File: config.mk
export PLATFORM = sky130hd
export DESIGN_NAME = vote_session_ctrl
export DESIGN_NICKNAME = d
export VERILOG_FILES = /design/src/rtl/vote_session_ctrl.sv
export SDC_FILE = /design/constraint.sdc
export NUM_CORES = 1
export LEC_CHECK = 0
export CAP_MARGIN = 0
export CORE_MARGIN = 5
export CORE_UTILIZATION = 62
export CTS_BUF_LIST = sky130_fd_sc_hd__clkbuf_2 sky130_fd_sc_hd__clkbuf_4 sky130_fd_sc_hd__clkbuf_8
export DETAILED_ROUTE_END_ITERATION = 12
export DONT_BUFFER_PORTS = 1
export PLACE_DENSITY = 0.78
export SYNTH_ARGS = -nofsm -noshare
export SYNTH_HDL_FRONTEND = slang
export SYNTH_SLANG_ARGS = --single-unit
File: constraint.sdc
create_clock -name clk -period 4.8 [get_ports clk]
set_input_delay 0.72 -clock clk [delete_from_list [all_inputs] [get_ports clk]]
set_output_delay 0.72 -clock clk [all_outputs]
set_load 0.01 [all_outputs]
File: src/rtl/vote_session_ctrl.sv
// Voting session controller: one vote per armed session, with timeout, post-vote
// lockout and saturating per-candidate and total tallies.
module vote_session_ctrl #(
  parameter int N_CAND  = 4,
  parameter int CNT_W   = 16,
  parameter int TIMEOUT = 1000,
  parameter int HOLD    = 50
) (
  input  logic                      clk,
  input  logic                      rst,
  input  logic                      arm,
  input  logic [N_CAND-1:0]         vote_p,
  input  logic [$clog2(N_CAND)-1:0] sel,
  output logic                      armed,
  output logic                      busy,
  output logic                      vote_ok,
  output logic                      vote_err,
  output logic                      expired,
  output logic [$clog2(N_CAND)-1:0] last_cand,
  output logic [CNT_W-1:0]          tally_out,
  output logic [CNT_W-1:0]          total
);
  localparam int SEL_W = $clog2(N_CAND);
  localparam int TMR_W = $clog2(TIMEOUT + HOLD + 1);

  typedef enum logic [1:0] {S_IDLE, S_ARMED, S_RECORD, S_HOLD} state_t;

  state_t           state, state_nx;
  logic [TMR_W-1:0] timer;
  logic [SEL_W-1:0] idx;
  logic [CNT_W-1:0] tally [N_CAND];
  logic             one_hot, multi, timeout_hit;

  function automatic logic [CNT_W-1:0] sat_inc(input logic [CNT_W-1:0] v);
    return (&v) ? v : v + 1'b1;
  endfunction

  function automatic logic [SEL_W-1:0] encode(input logic [N_CAND-1:0] v);
    logic [SEL_W-1:0] r;
    r = '0;
    for (int i = 0; i < N_CAND; i++)
      if (v[i]) r = SEL_W'(i);
    return r;
  endfunction

  // Clearing the lowest set bit leaves something only if two or more were set.
  assign multi       = (vote_p & (vote_p - 1'b1)) != '0;
  assign one_hot     = (vote_p != '0) && !multi;
  assign timeout_hit = (timer == TMR_W'(TIMEOUT - 1));

  always_ff @(posedge clk) begin
    if (rst) state <= S_IDLE;
    else     state <= state_nx;
  end

  always_comb begin
    state_nx = state;
    case (state)
      S_IDLE:   if (arm) state_nx = S_ARMED;
      S_ARMED:  begin
        if (one_hot)          state_nx = S_RECORD;
        else if (timeout_hit) state_nx = S_IDLE;
      end
      S_RECORD: state_nx = S_HOLD;
      S_HOLD:   if (timer == TMR_W'(HOLD - 1)) state_nx = S_IDLE;
      default:  state_nx = S_IDLE;
    endcase
  end

  always_comb begin
    armed = (state == S_ARMED);
    busy  = (state == S_RECORD) || (state == S_HOLD);
  end

  // A valid vote on the timeout edge wins, so expiry requires no one-hot vote.
  always_ff @(posedge clk) begin
    if (rst) begin
      timer     <= '0;
      idx       <= '0;
      last_cand <= '0;
      total     <= '0;
      vote_ok   <= 1'b0;
      vote_err  <= 1'b0;
      expired   <= 1'b0;
      for (int i = 0; i < N_CAND; i++) tally[i] <= '0;
    end else begin
      vote_ok  <= (state == S_RECORD);
      vote_err <= (state == S_ARMED) && multi;
      expired  <= (state == S_ARMED) && !one_hot && timeout_hit;
      case (state)
        S_IDLE:  timer <= '0;
        S_ARMED: begin
          if (one_hot) begin
            idx   <= encode(vote_p);
            timer <= '0;
          end else begin
            timer <= timer + 1'b1;
          end
        end
        S_RECORD: begin
          tally[idx] <= sat_inc(tally[idx]);
          total      <= sat_inc(total);
          last_cand  <= idx;
          timer      <= '0;
        end
        S_HOLD:  timer <= timer + 1'b1;
        default: timer <= '0;
      endcase
    end
  end

  always_comb begin
    tally_out = '0;
    for (int i = 0; i < N_CAND; i++)
      if (sel == SEL_W'(i)) tally_out = tally[i];
  end

endmodule

### Word level (Yosys, flattened, before mapping)

Memory sizes are Yosys's and may differ from the RTL's. A register that Yosys moved wholly into a read port is not among the register bits.
Cells that the tools add are included.

| operators by class | value |
|---|---|
| add/sub/neg operators | 4 |
| equal/unequal tests | 11 |
| multiplexer cells | 25 |
| bitwise logic cells | 2 |
| reduce and logical (&&, ||, !) cells | 18 |

Operators with widths:

| cell | number |
|---|---|
| $mux W16 | 6 |
| $pmux W11 S3 | 1 |
| $add A16 B1 Y16 const B | 2 |
| $reduce_and A16 Y1 | 2 |
| $mux W2 | 9 |
| $reduce_or A16 Y1 | 1 |
| $add A11 B1 Y11 const B | 1 |
| $eq A11 B10 Y1 const B | 1 |
| $eq A11 B6 Y1 const B | 1 |
| $mux W11 | 1 |
| $eq A2 B2 Y1 const B | 4 |
| $pmux W2 S4 | 1 |
| $reduce_bool A4 Y1 | 2 |
| $mux W1 | 7 |
| $and A4 B4 Y4 | 1 |
| $eq A2 B1 Y1 const B | 2 |
| $logic_and A1 B1 Y1 | 4 |
| $logic_not A2 Y1 | 2 |
| $ne A2 B2 Y1 const B | 2 |
| $reduce_and A2 Y1 | 2 |
| $sub A4 B1 Y4 const B | 1 |
| $ne A3 B1 Y1 const B | 1 |
| $reduce_and A3 Y1 | 1 |
| $logic_not A1 Y1 | 2 |
| 3 further kinds | 3 |

| storage, ports and cells | value |
|---|---|
| register bits | 36 |
| bits in writable memories | 64 |
| word-level logic and storage cells | 69 |
| memories | 1 |

Memory list:

| memory | words | width | rd ports | clocked after memory_dff | wr ports | line | source |
|---|---|---|---|---|---|---|---|
| tally | 4 | 16 | 5 | 1 | 4 | 31 | `logic [CNT_W-1:0] tally [N_CAND];` |

### Longest topological paths before layout

Gate-level depths: netlist (run 1).

| logic depth | value |
|---|---|
| word-level depth | 8 |
| mapped depth | 8 |
| gate-level depth less buffers | 7 |

### Worst setup path after synthesis (run 1)

OpenSTA, ideal clock, no wires.

| path | value |
|---|---|
| kind | input port to output port |
| start point | input sel[0] |
| end point | output tally_out[10] |
| data arrival time | 2245 ps |
| data required time | 4080 ps |
| slack | 1835 ps |
| stages on the path | 3 |
| path through | clkbuf_1 -> buf_1 -> mux4_2 |

| on the way | value |
|---|---|
| longest elaborated chain between the ends | 5 |
| elaborated cells between the ends (all ways) | 8 |
| classes of those cells | eq/ne: 3; mux: 4; reduce/logical: 1 |

Ends and longest elaborated chain:

| element | line | source |
|---|---|---|
| from (decl) | 13 | `input logic [$clog2(N_CAND)-1:0] sel,` |
| $logic_not A2 Y1 | 115 | `if (sel == SEL_W'(i)) tally_out = tally[i];` |
| $mux W16 (3 in a row) | 115 |  |
| $mux W16 (*) | 115 |  |
| to (decl) | 20 | `output logic [CNT_W-1:0] tally_out,` |

Mark *: on every way between the ends. The rest lies on a longest branch, timed or not.

==> results of run 1 <==
-- placed cells by master, fill, tap and decap left out, types with 2 or more instances in the layout --
| master | count |
|---|---|
| a211oi_1 | 4 |
| a21oi_1 | 18 |
| a31o_2 | 2 |
| and2_1 | 2 |
| and3_1 | 3 |
| and4_1 | 5 |
| clkbuf_8 | 9 |
| dfxtp_1 | 38 |
| edfxtp_1 | 64 |
| ha_1 | 4 |
| inv_1 | 8 |
| inv_6 | 3 |
| mux2i_1 | 8 |
| mux4_2 | 32 |
| nand2_1 | 28 |
| nand2b_1 | 6 |
| nand3_1 | 9 |
| nand3b_1 | 5 |
| nand4_1 | 10 |
| nand4_2 | 2 |
| nor2_1 | 88 |
| nor2b_1 | 2 |
| nor3_1 | 9 |
| nor3b_1 | 2 |
| nor4_1 | 6 |
| o2111ai_1 | 5 |
| o211ai_1 | 5 |
| o21ai_0 | 5 |
| o21ai_1 | 3 |
| o311ai_1 | 4 |
| or3_1 | 5 |
| xnor2_1 | 8 |
| xor2_1 | 17 |
-- metrics by stage --
step / cells / power [mW]
detailed placement: 532 / 1.164
finish: 548 / 1.636
floorplan: 454 / 1.139
CTS: 548 / 1.651
global placement: 532 / 1.158
global route: 548 / 1.710
-- metal layers --
layer / share of wire (%) / track usage, % / vias to the layer above
li1: - / - / 1681
met1: 42 / 28.05 / 1683
met2: 51 / 36.33 / 109
met3: 6.7 / 4.778 / 11
met4: 1.0 / 4.844 / 0
met5: 0 / 0 / -
-- state kept, by name (all words and copies together) (netlist names), named ones only --
register and cells:
total 16, vote_ok 1, tally 64, idx 2
last_cand 2, timer 11, state 1, expired 1
vote_err 1
-- cell families (layout without fill, tap and decap cells) --
family,count (synthesis),after routing,share of synthesized area [%]
AND/OR/NAND/NOR,193,193,18.74
AO/OA/AOI/OAI,54,54,7.059
adder cells (fa/ha/maj),5,5,1.137
buffers and inverters,35,24,2.984
flip-flops,102,102,50.78
XOR/XNOR,25,25,4.145
multiplexers,40,40,15.16
-- layout make-up --
cell class	instances	area [um2]
Fill cell	636	2793
Multi-Input combinational cell	317	2442
Inverter	8	30.03
Clock buffer	9	123.9
Clock inverter	7	55.05
Tap cell	105	131.4
Sequential cell	102	2683
-- where the power goes --
group	switching, mW	internal [mW]
combinational	0.0936	0.0658
clock	0.297	0.196
sequential	0.0262	0.958
-- path summary, 6_finish.rpt --
kind                            startpoint           end  slack [ns]  depth (start not counted)
worst max register to register        flop  tally[2][14]        0.97                          5
worst max-delay path                  flop  tally[2][14]        0.97                          5
worst min register to register    timer[0]      timer[0]        0.49                          1
worst min-delay path                   rst          flop        0.42                          1
==> run summary, run 1 <==
wire length per cell - 18.83 um
crit-path max FO - 21
fin nets - 451
vias in the first global route - 3422
Yosys top cell by area - edfxtp_1
Core Util, Final - 66.18%
Primary FF master, synth - edfxtp_1
FP Rows - 33
clk sinks - 102
worst-path cell chain - nor2b_1, nand2b_1, inv_1, nand3b_1, nand2b_1
Fin Setup TNS - 0 ns
Pleak - 1.790 nW
Worst-Margin Slew - 1.123 ns
yosys warns - 0
Top delay family on crit path - simple AND/OR/NAND/NOR gates
die width - 102.3 um
Setup Fix Bufs, Post-CTS - 0
core area - 0.008258 mm2
number of synthesized flops with an enable pin - 64
Skew-Pair Late Insertion Delay - 0.35 ns
Hold-fix buffers, CTS - 0
Cell variety after synth - 56
first-pass GRT wire length - 17.28 mm
gr usage total - 21.30%
WP data arrival - 3.81 ns
Initial DRC Count - 220
Tmin final - 3.828 ns
Ports - 48
clock buffer depth - 2
worst path bufs/invs - 1
Max stage delay on crit path - 0.89 ns
Clock Root Buffer - clkbuf_8
ANT cells - 0
Post-CTS Resized - 0
Place WS - 1.024 ns
status - finished clean
syn nets - 467
power density cells - 299.4 mW/mm2
synth-to-layout area growth - 3.458%
kind of critical path - reg -> reg
Final Cell Area - 0.005465 mm2
number of synthesized register bits - 102
Synth area leaders - edfxtp_1, dfxtp_1, mux4_2
Hold Vio Cnt, Final - 0
routability congestion estimate from global placement - 0.9022
Post-DRT Antenna Nets - 0
endpoints failing setup - 0
CTS clk-pin slew, worst paths - 0.10 ns
final wirelength - 10.32 mm
max cap viols - 0
FFs w/ async S/R, synth - 0%
Tcrit/Tclk final - 79.75%
cell mode on critical path - nand2b_1
Post-route DRC - 0
die height - 102.3 um
Hold Crit Class - in -> reg
sequential share of the synthesized area - 50.78%
vias per inst - 6.358
H-tree levels - 3
fin. max-slew vios - 0
largest net degree at the start of global routing - 31
setup slack after layout - 0.9718 ns
First-pass DRT Iterations - 5
total grt overflow - 0
Mapped Area - 0.005283 mm2
nature of the critical path endpoint - flop
Hold Slack - 0.4183 ns
CP Launch Type - flop
Peak supply drop - 0.0001597 V
number of antenna violations at the first check in global routing - 0
Num CTS Buffers - 9
Slowest cell on crit path - nand2b_1
Placed Area - 0.005286 mm2
Final Skew - 0.01091 ns
RSZ-0062 raised after global routing - false
CTS tree - done
top post-synthesis cells by count - nor2_1, edfxtp_1, dfxtp_1, mux4_2, nand2_1
Max-slew headroom - 25.03%
highest clock rate - 0.2612 GHz
IO buf count - 0
share of the synthesized area in the top cell type - 36.38%
layout cells sized above 1 - 13.54%
die area - 0.01047 mm2
initial core utilization - 63.97%
Mean Syn Cell Area - 11.64 um2
Syn Inst Count - 454
Vias - 3484
Critical Path RT - 4.78 ns
most numerous cell in the Yosys netlist - nor2_1
HPWL after detailed placement - 7.143 mm
(Power assumes the default switching activity.)
==> run 2, diff against run 1 <==
clock period = 3.8 ns   (was 4.8 ns; I/O delays follow)
==> run summary, run 2 (synthesis gave the netlist of run 1 again) <==
status - finished clean
RSZ-0062 raised after global routing - false
vias in the first global route - 3602 (+5.3%)
Max stage delay on crit path - 0.74 ns (-0.15 ns)
Slowest cell on crit path - dfxtp_1
fin. max-slew vios - 0 (unchanged)
Critical Path RT - 3.90 ns (-0.88 ns)
kind of critical path - reg -> reg
final wirelength - 11.25 mm (+9.0%)
most frequent cells in the layout - nor2_1, edfxtp_1, dfxtp_1
clock buffer depth - 2 (unchanged)
HP Start - rst
synth-to-layout area growth - 4.642%
largest net degree at the start of global routing - 31 (unchanged)
die area - 0.01047 mm2 (unchanged)
wire length per cell - 20.23 um (+7.4%)
register with the most flip-flops - tally
power density cells - 378.6 mW/mm2 (+26%)
ANT cells - 0 (unchanged)
CTS clk-pin slew, worst paths - 0.09 ns (about the same)
Vias - 3652 (+4.8%)
die width - 102.3 um (unchanged)
CP Launch Type - flop
highest clock rate - 0.3410 GHz (+31%)
Post-CTS Resized - 0 (unchanged)
total power - 2.093 mW (+28%)
Fill cells - 641 (+0.79%)
gr usage total - 23.26% (+2.0 points)
Hold-fix buffers, CTS - 0 (unchanged)
layer with the highest usage - met2
Reg2Reg Capture Point - tally[0][1]
Peak supply drop - 0.0001921 V (+20%)
initial core utilization - 63.97% (unchanged)
Placed Area - 0.005346 mm2 (+1.1%)
Hold Crit Depth - 1 (unchanged)
WP data arrival - 3.03 ns (-0.78 ns)
layout cells sized above 1 - 15.30% (+1.8 points)
First-pass DRT Iterations - 5 (unchanged)
Fin Setup TNS - 0 ns (unchanged)
number of antenna violations at the first check in global routing - 0 (unchanged)
Tmin final - 2.933 ns (-0.8953 ns)
GR Layer Usage met2 - 39.38% (+3.0 points)
Worst-Margin Slew - 0.9378 ns (-0.1852 ns)
total grt overflow - 0 (unchanged)
max reg flops - 64 (unchanged)
core area - 0.008258 mm2 (unchanged)
Num CTS Buffers - 9 (unchanged)
Max-slew headroom - 37.48% (+12 points)
Hold Vio Cnt, Final - 0 (unchanged)
Core Util, Final - 66.94% (+0.76 points)
FP Rows - 33 (unchanged)
Final Cell Area - 0.005528 mm2 (+1.1%)
R2R Setup Slk - 0.87 ns (-0.10 ns)
die height - 102.3 um (unchanged)
fin nets - 459 (+1.8%)
Tcrit/Tclk final - 77.18% (-2.6 points)
routability congestion estimate from global placement - 0.8920 (-1.1%)
met1 GRT Util - 30.51% (+2.5 points)
worst hold endpoint - total[5]
Hold Crit Class - in -> reg
Clock Root Buffer - clkbuf_8
Final Skew - 0.01324 ns (+0.002334 ns)
IO buf count - 0 (unchanged)
max cap viols - 0 (unchanged)
Post-DRT Antenna Nets - 0 (unchanged)
crit-path max FO - 10 (-52%)
worst-path cell chain - mux4_2, ha_1, nand4_2, nor4_4, mux2i_1, nor2_1
setup slack after layout - 0.8671 ns (-0.1047 ns)
Worst R2R Path Depth - 6 (+1)
H-tree levels - 3 (unchanged)
first-pass GRT wire length - 18.52 mm (+7.1%)
clk sinks - 102 (unchanged)
Initial DRC Count - 205 (-6.8%)
nature of the critical path endpoint - flop
Top Registers - tally: 64 flops, total: 16 flops, timer: 11 flops
Place WS - 0.9093 ns (-0.1148 ns)
GR Util met3 - 5.256% (+0.48 points)
Post-route DRC - 0 (unchanged)
endpoints failing setup - 0 (unchanged)
vias per inst - 6.568 (+3.3%)
Skew-Pair Late Insertion Delay - 0.36 ns (about the same)
Ports - 48 (unchanged)
CTS tree - done
commonest non-fill, non-tap cell in the layout - nor2_1
HPWL after detailed placement - 7.560 mm (+5.8%)
Setup Fix Bufs, Post-CTS - 0 (unchanged)
Pleak - 1.828 nW (+2.1%)
[run 2: changes by cell type in the layout (fill, tap and decap cells not counted), sizes merged]
cell      previous run  this run
clkinvlp             0         1
inv                 12         9
clkinv               3         2
buf                  0         8
clkbuf               9        12
[run 2: through the flow]
stage | cells | hold slack, ns
after CTS | 556 | 0.2483
after global routing | 556 | 0.2420
after detailed placement | 540 | 0.4672
after global placement | 540 | 0.4592
final | 556 | 0.2636
after floorplan | 454 | 0.4413
[run 2: how the worst max path moves through the flow]
| stage | depth (start not counted) | to | slack [ns] | startpoint |
|---|---|---|---|---|
| finish | 6 | tally[0][1] | 0.87 | flop |
| CTS | 6 | tally[1][0] | 0.89 | flop |
| floorplan | 3 | tally_out[10] | 1.13 | sel[0] |
| detailed placement | 6 | tally[0][1] | 0.91 | flop |
| global placement | 6 | tally[0][1] | 1.00 | flop |
| global route | 6 | tally[0][0] | 0.63 | flop |
[run 2: layout make-up]
class                           count  area, um2  share of cell area (%)
Clock buffer                       12      150.1                   2.716
Timing Repair Buffer                8      60.06                   1.086
Tap cell                          105      131.4                   2.377
Clock inverter                      4      31.28                  0.5659
Sequential cell                   102       2683                   48.53
Multi-Input combinational cell    317       2442                   44.18
Inverter                            8      30.03                  0.5432
[run 2: report_power, final]
part | total (mW) | internal (mW) | switching [mW]
combinational | 0.216 | 0.0872 | 0.128
clock | 0.638 | 0.269 | 0.368
sequential | 1.24 | 1.21 | 0.0299
[run 2: layer usage]
metal | vias up | share of wire (%) | routed length (um)
met4 | 0 | 1.4 | 153
met2 | 138 | 52 | 5802
met3 | 15 | 7.3 | 817
li1 | 1689 | - | -
met5 | - | 0 | 0
met1 | 1810 | 40 | 4474
[run 2: critical path: cells and delay by family, from the launching register on]
family        cells  cell delay [ns]
fa+ha+maj         1             0.26
flops             1             0.74
mux               2             0.83
simple gates      3             0.84
